--- src/rtl/lab7_soc_oci_pkg.sv ---
// Shared definitions for the OCI debug-capture-trace (DCT) capture block.
package lab7_soc_oci_pkg;

    typedef enum logic [1:0] {
        ST_CAPTURE = 2'd0,
        ST_DRAIN   = 2'd1,
        ST_DONE    = 2'd2
    } state_e;

    localparam int DEF_DATA_W = 30;
    localparam int DEF_CNT_W  = 4;
    localparam int DEF_DEPTH  = 16;
    localparam int DEF_DROP_W = 8;

endpackage

--- src/rtl/lab7_soc_oci_dct_fifo.sv ---
// Show-ahead FIFO: storage, wrapping pointers and occupancy level.
// Latency: a push at edge N is visible at the head after N.
// Backpressure: none internally; the caller qualifies push (not full or popping) and pop (not empty).
module lab7_soc_oci_dct_fifo
    import lab7_soc_oci_pkg::*;
#(
    parameter int W     = DEF_DATA_W + DEF_CNT_W,
    parameter int DEPTH = DEF_DEPTH
) (
    input  logic                       clk,
    input  logic                       reset_n,
    input  logic                       i_push,
    input  logic                       i_pop,
    input  logic [W-1:0]               i_dat,
    output logic [W-1:0]               o_dat,
    output logic [$clog2(DEPTH):0]     o_level
);
    localparam int PTR_W = $clog2(DEPTH);
    localparam int LVL_W = PTR_W + 1;

    logic [W-1:0]     r_mem [DEPTH];
    logic [PTR_W-1:0] r_wr_ptr;
    logic [PTR_W-1:0] r_rd_ptr;
    logic [LVL_W-1:0] r_level;

    // Storage is not reset; only pointers and level define validity.
    always_ff @(posedge clk) begin
        if (i_push) begin
            r_mem[r_wr_ptr] <= i_dat;
        end
    end

    always_ff @(posedge clk or negedge reset_n) begin
        if (!reset_n) begin
            r_wr_ptr <= '0;
            r_rd_ptr <= '0;
            r_level  <= '0;
        end else begin
            if (i_push) begin
                r_wr_ptr <= r_wr_ptr + 1'b1;
            end
            if (i_pop) begin
                r_rd_ptr <= r_rd_ptr + 1'b1;
            end
            case ({i_push, i_pop})
                2'b10:   r_level <= r_level + 1'b1;
                2'b01:   r_level <= r_level - 1'b1;
                default: r_level <= r_level;
            endcase
        end
    end

    assign o_dat   = r_mem[r_rd_ptr];
    assign o_level = r_level;

endmodule

--- src/rtl/lab7_soc_nios2_qsys_0_oci_dct_capture.sv ---
// Buffers non-empty DCT frames, drains them on valid/ready, flags drops and end of test.
// Latency: 1 cycle push-to-read; show-ahead head entry.
// Backpressure: none upstream; frames arriving while full without a pop are dropped and counted.
module lab7_soc_nios2_qsys_0_oci_dct_capture
    import lab7_soc_oci_pkg::*;
#(
    parameter int DATA_W = DEF_DATA_W,
    parameter int CNT_W  = DEF_CNT_W,
    parameter int DEPTH  = DEF_DEPTH,
    parameter int DROP_W = DEF_DROP_W
) (
    input  logic                     clk,
    input  logic                     reset_n,
    input  logic [DATA_W-1:0]        dct_buffer,
    input  logic [CNT_W-1:0]         dct_count,
    input  logic                     dct_valid,
    input  logic                     test_ending,
    input  logic                     rd_ready,
    output logic                     rd_valid,
    output logic [DATA_W-1:0]        rd_data,
    output logic [CNT_W-1:0]         rd_count,
    output logic [$clog2(DEPTH):0]   level,
    output logic                     overflow,
    output logic [DROP_W-1:0]        drop_cnt,
    output logic                     test_has_ended
);
    localparam int LVL_W = $clog2(DEPTH) + 1;

    state_e                   r_state;
    state_e                   w_state_nxt;
    logic                     r_overflow;
    logic [DROP_W-1:0]        r_drop_cnt;
    logic [LVL_W-1:0]         w_level;
    logic [CNT_W+DATA_W-1:0]  w_head;
    logic                     w_rd_valid;
    logic                     w_pop;
    logic                     w_push_req;
    logic                     w_full;
    logic                     w_push;
    logic                     w_drop;

    // A full FIFO still accepts a frame when the head leaves in the same cycle.
    assign w_rd_valid = (w_level != '0) && (r_state != ST_DONE);
    assign w_pop      = w_rd_valid && rd_ready;
    assign w_push_req = (r_state == ST_CAPTURE) && dct_valid && (dct_count != '0);
    assign w_full     = (w_level == LVL_W'(DEPTH));
    assign w_push     = w_push_req && (!w_full || w_pop);
    assign w_drop     = w_push_req && w_full && !w_pop;

    lab7_soc_oci_dct_fifo #(
        .W     (CNT_W + DATA_W),
        .DEPTH (DEPTH)
    ) u_fifo (
        .clk     (clk),
        .reset_n (reset_n),
        .i_push  (w_push),
        .i_pop   (w_pop),
        .i_dat   ({dct_count, dct_buffer}),
        .o_dat   (w_head),
        .o_level (w_level)
    );

    always_ff @(posedge clk or negedge reset_n) begin
        if (!reset_n) begin
            r_overflow <= 1'b0;
            r_drop_cnt <= '0;
        end else if (w_drop) begin
            r_overflow <= 1'b1;
            if (r_drop_cnt != '1) begin
                r_drop_cnt <= r_drop_cnt + 1'b1;
            end
        end
    end

    always_ff @(posedge clk or negedge reset_n) begin
        if (!reset_n) begin
            r_state <= ST_CAPTURE;
        end else begin
            r_state <= w_state_nxt;
        end
    end

    // DRAIN looks at the registered level, so DONE lands one cycle after it hits zero.
    always_comb begin
        w_state_nxt = r_state;
        case (r_state)
            ST_CAPTURE: if (test_ending)      w_state_nxt = ST_DRAIN;
            ST_DRAIN:   if (w_level == '0)    w_state_nxt = ST_DONE;
            ST_DONE:                          w_state_nxt = ST_DONE;
            default:                          w_state_nxt = ST_CAPTURE;
        endcase
    end

    always_comb begin
        test_has_ended = 1'b0;
        if (r_state == ST_DONE) begin
            test_has_ended = 1'b1;
        end
    end

    assign rd_valid = w_rd_valid;
    assign rd_data  = w_head[DATA_W-1:0];
    assign rd_count = w_head[CNT_W+DATA_W-1:DATA_W];
    assign level    = w_level;
    assign overflow = r_overflow;
    assign drop_cnt = r_drop_cnt;

endmodule

--- config.mk ---
export PLATFORM = sky130hd
export DESIGN_NAME = lab7_soc_nios2_qsys_0_oci_dct_capture
export DESIGN_NICKNAME = d
export VERILOG_FILES = /design/src/rtl/lab7_soc_oci_pkg.sv /design/src/rtl/lab7_soc_oci_dct_fifo.sv /design/src/rtl/lab7_soc_nios2_qsys_0_oci_dct_capture.sv
export SDC_FILE = /design/constraint.sdc
export NUM_CORES = 1
export LEC_CHECK = 0
export ABC_AREA = 0
export ABC_CLOCK_PERIOD_IN_PS = 6200
export CELL_PAD_IN_SITES_DETAIL_PLACEMENT = 2
export CELL_PAD_IN_SITES_GLOBAL_PLACEMENT = 2
export CORE_MARGIN = 2
export CORE_UTILIZATION = 48
export CTS_CLUSTER_DIAMETER = 100
export DETAILED_ROUTE_END_ITERATION = 6
export GPL_TIMING_DRIVEN = 0
export HOLD_SLACK_MARGIN = 0.15
export PLACE_DENSITY = 0.84
export SYNTH_ARGS = -nofsm -noshare
export SYNTH_HDL_FRONTEND = slang
export SYNTH_SLANG_ARGS = --single-unit
--- constraint.sdc ---
create_clock -name clk -period 6.2 [get_ports clk]
set_clock_uncertainty 0.1 [all_clocks]
set_input_delay 0.62 -clock clk [delete_from_list [all_inputs] [get_ports clk]]
set_output_delay 0.62 -clock clk [all_outputs]
set_load 0.005 [all_outputs]
==> out/qor_table.md <==
| Step | Item | Reported |
| --- | --- | --- |
| outcome | Run status | completed |
| clocking | Clock latency on the worst-skew pair | 0.64 ns |
| clocking | Number of clock sinks seen by CTS | 568 |
| critical path | Crit path arrival time | 3.83 ns |
| yosys | Flip-flop cell with the highest count after synthesis | edfxtp_1 |
| clocking | Total of cells resized after clock tree synthesis | 0 |
| yosys | Warning count from the yosys run | 0 |
| pwr | Overall power consumption | 11.9 mW |
| timing | Count of endpoints failing hold in the final timing report | 0 |
| pwr | Pleak | 8.33 nW |
| timing | Minimum period implied by the final worst setup slack | 4.55 ns |
| timing | Remaining max-slew budget at the tightest pin | 12.6% |
| timing | Post-route clock period utilization | 73.4% |
| timing | Transition time at the pin with the least slew margin | 1.31 ns |
| critical path | CP cell instances | clkbuf_1 -> clkbuf_1 -> mux4_2 -> a22oi_1 -> nand2_1 -> clkdlybuf4s50_1 |
| yosys | Post-synthesis instance area | 0.0218 mm^2 |
| yosys | Number of synthesized flops with an enable pin | 544 |
| routing | Drt via density | 6.48 |
| yosys | Register bit count reported by yosys | 568 |
| pwr | Peak ir drop on the vdd network | 0.000307 V |
| floorplanning | Row Count | 78 |
| layout | # fillers | 3,705 |
| placement | DPL Wire Length | 42,800 um |
| placement | Port buffer count | 88 |
| placement | Instance area at placement | 0.0239 mm^2 |
| critical path | Crit-path most repeated cell | clkbuf_1 |
| clocking | Clock-pin transition on the worst setup and hold timing paths | 0.07 ns |
| critical path | Worst Setup End Kind | primary output |
| global route | Overflow after GRT | 0 |
| routing | Drt first-iter violations | 1,338 |
| critical path | Crit start category | flip-flop |
| routing | Final wirelength | 72,500 um |
| worst hold path | Min-delay worst type | flip-flop to flip-flop |
| clocking | Max clock buf depth | 3 |
| routing | Remaining antenna violation count after routing | 0 |
| critical path | Largest stage delay, worst path | 0.77 ns |
| critical path | CP Max Fanout | 10 |
| timing | Final setup violating endpoints | 0 |
| timing | Setup repair after global routing missed its margin | false |
| global route | Total GRT Usage | 31.7% |
| layout | Area added between synthesis and finish | 18.2% |
| routing | Total number of vias | 11.8k |
| placement | GP Congestion | 0.735 |
| clocking | Setup Buffers After CTS | 0 |
| floorplanning | Count of boundary I/O pins | 89 |
| global route | Vias in the first global route | 12.9k |
| yosys | Sequential cell area fraction in the yosys report | 77.6% |
| critical path | Buffers plus inverters on the worst setup path | 3 |
| layout | Finished Cell Area | 0.0258 mm^2 |
| layout | Fraction of final layout cells with drive strength greater than 1 | 25.3% |
| global route | Antenna violations before repair | 4 |
| clocking | Clock tree root driver cell | clkbuf_16 |
| floorplanning | Starting density of the core | 48.4% |
| floorplanning | Area of the core | 0.0451 mm^2 |
| routing | Routed wire per std cell | 40.0 um |
| clocking | Number of buffers created by CTS | 58 |
| critical path | Critical path's top delay family | buffers and inverters |
| pwr | Pwr/cell area | 461 mW/mm^2 |
| global route | Global-route wire length before repair | 102,000 um |
| yosys | Post-synthesis instance total | 977 |
| global route | Largest net degree at the start of global routing | 27 |
| timing | Max Fclk | 220 MHz |
| clocking | TritonCTS clock tree | built |
| floorplanning | Die height | 217 um |
| yosys | Synth cell types | 45 |
| yosys | Share of synthesized flip-flops with an asynchronous set or reset | 4.23% |
| critical path | Category of the critical setup timing path | flip-flop to primary output |
| clocking | CTS Hold Buffers Added | 0 |
| yosys | Net count of the mapped netlist | 1,029 |
| yosys | Mean instance size in the synthesized netlist | 22.3 um^2 |
| flow run | Max-cap check violation count | 0 |
| clocking | CTS H-tree lvls | 2 |
| critical path | Required time at the endpoint of the critical path | 5.48 ns |
| floorplanning | Die Area | 0.0472 mm^2 |
| critical path | Standard cell with the maximum stage delay on the critical path | clkbuf_1 |
| routing | Total DRC errors in the routed layout | 0 |
| floorplanning | Die Width | 217 um |
| timing | Total count of max-transition violations in the final report | 0 |
| layout | NumNets Final | 1,213 |
| routing | Pre-Repair DR Iteration Count | 5 |
==> registers in the layout, summed over array words and instances (netlist names) <==
signal and flops:
u_fifo.r_mem 544, r_state 2, u_fifo.o_level 5, u_fifo.r_wr_ptr 4, u_fifo.r_rd_ptr 4, overflow 1, drop_cnt 8
==> metal layers <==
| layer | share of wire, % | global-route usage (%) | vias to the layer above |
|---|---|---|---|
| met4 | 3.8 | 13.0 | 0 |
| met1 | 38 | 41.5 | 6408 |
| met3 | 7.3 | 5.59 | 159 |
| met2 | 50 | 52.9 | 675 |
| met5 | 0 | 0 | - |
| li1 | - | - | 4519 |
==> per-stage QoR <==
step                      cells  utilization, %  worst slack (ns)  TNS, ns  hold slack [ns]
after floorplan             977               -             0.683        0            0.224
after global placement     1665            52.0             -4.56  -617.36            0.370
after detailed placement   1701            53.0              1.78        0            0.364
after CTS                  1811            57.2              1.65        0            0.391
after global routing       1812            57.2              1.54        0            0.407
final                      1814            57.2              1.65        0            0.389
==> synthesized netlist by cell type (3+ instances only) <==
| cell | count | area, um^2 |
|---|---|---|
| edfxtp_1 | 544 | 16300 |
| mux4_2 | 136 | 3060 |
| a22oi_1 | 68 | 510 |
| nand2_1 | 39 | 146 |
| clkbuf_1 | 25 | 93.8 |
| dfrtp_1 | 24 | 601 |
| buf_2 | 16 | 80.1 |
| ha_1 | 13 | 163 |
| buf_1 | 8 | 30.0 |
| inv_1 | 8 | 30.0 |
| nand3_1 | 8 | 40.0 |
| xor2_1 | 8 | 70.1 |
| xnor2_1 | 7 | 61.3 |
| a21oi_1 | 6 | 30.0 |
| and2_1 | 5 | 31.3 |
| mux2_2 | 5 | 56.3 |
| nor2_1 | 5 | 18.8 |
| nor4b_1 | 5 | 43.8 |
| and3_1 | 4 | 25.0 |
| and4_1 | 4 | 35.0 |
| and4b_1 | 4 | 40.0 |
| nand2b_1 | 3 | 18.8 |
| o21ai_0 | 3 | 15.0 |
==> report_power, final <==
part / switching (mW) / internal (mW)
clock: 1.62 / 1.97
sequential: 0.138 / 4.43
combinational: 2.06 / 1.68
==> layout make-up <==
class	instances	area [um^2]	area share (%)
Sequential cell	568	16900	65.7
Multi-Input combinational cell	349	4660	18.1
Clock buffer	74	1540	5.98
Timing Repair Buffer	124	1310	5.08
Tap cell	600	751	2.91
Clock inverter	36	319	1.24
Buffer	52	230	0.893
Inverter	8	30.0	0.116
Antenna cell	3	7.51	0.0291
==> path summary, 6_finish.rpt <==
kind,startpoint,endpoint,slack (ns),cells past startpoint
setup / recovery,u_fifo.r_rd_ptr[1],rd_count[1],1.65,6
hold / removal,overflow,overflow,0.39,1
setup reg to reg,r_state[0],u_fifo.r_mem[1][18],2.54,10
hold reg to reg,overflow,overflow,0.39,1
max in group asynchronous,reset_n,u_fifo.r_wr_ptr[0],4.66,1
min in group asynchronous,reset_n,u_fifo.r_rd_ptr[0],0.56,1
==> kinds of logic after synthesis <==
family / synth area share (%)
xor+xnor: 0.602
fa+ha+maj: 0.746
flops: 77.6
simple gates: 2.58
compound gates: 2.83
mux: 14.4
buf+inv: 1.19
==> cell usage in the layout, fill, tap and decap left out, drive strengths merged, types with 5 or more instances in the layout <==
master | Yosys | routed
clkdlybuf4s50 | 0 | 88
clkinv | 0 | 26
nor2 | 5 | 5
edfxtp | 544 | 544
xnor2 | 7 | 7
mux2 | 7 | 7
bufinv | 0 | 5
buf | 27 | 63
clkbuf | 25 | 99
nor4b | 6 | 6
ha | 13 | 13
inv | 8 | 11
xor2 | 8 | 8
nand2 | 39 | 39
nand3 | 10 | 10
and2 | 5 | 5
a22oi | 68 | 68
mux4 | 136 | 136
a21oi | 6 | 6
dfrtp | 24 | 24
Power figures use the tool's default switching activity.
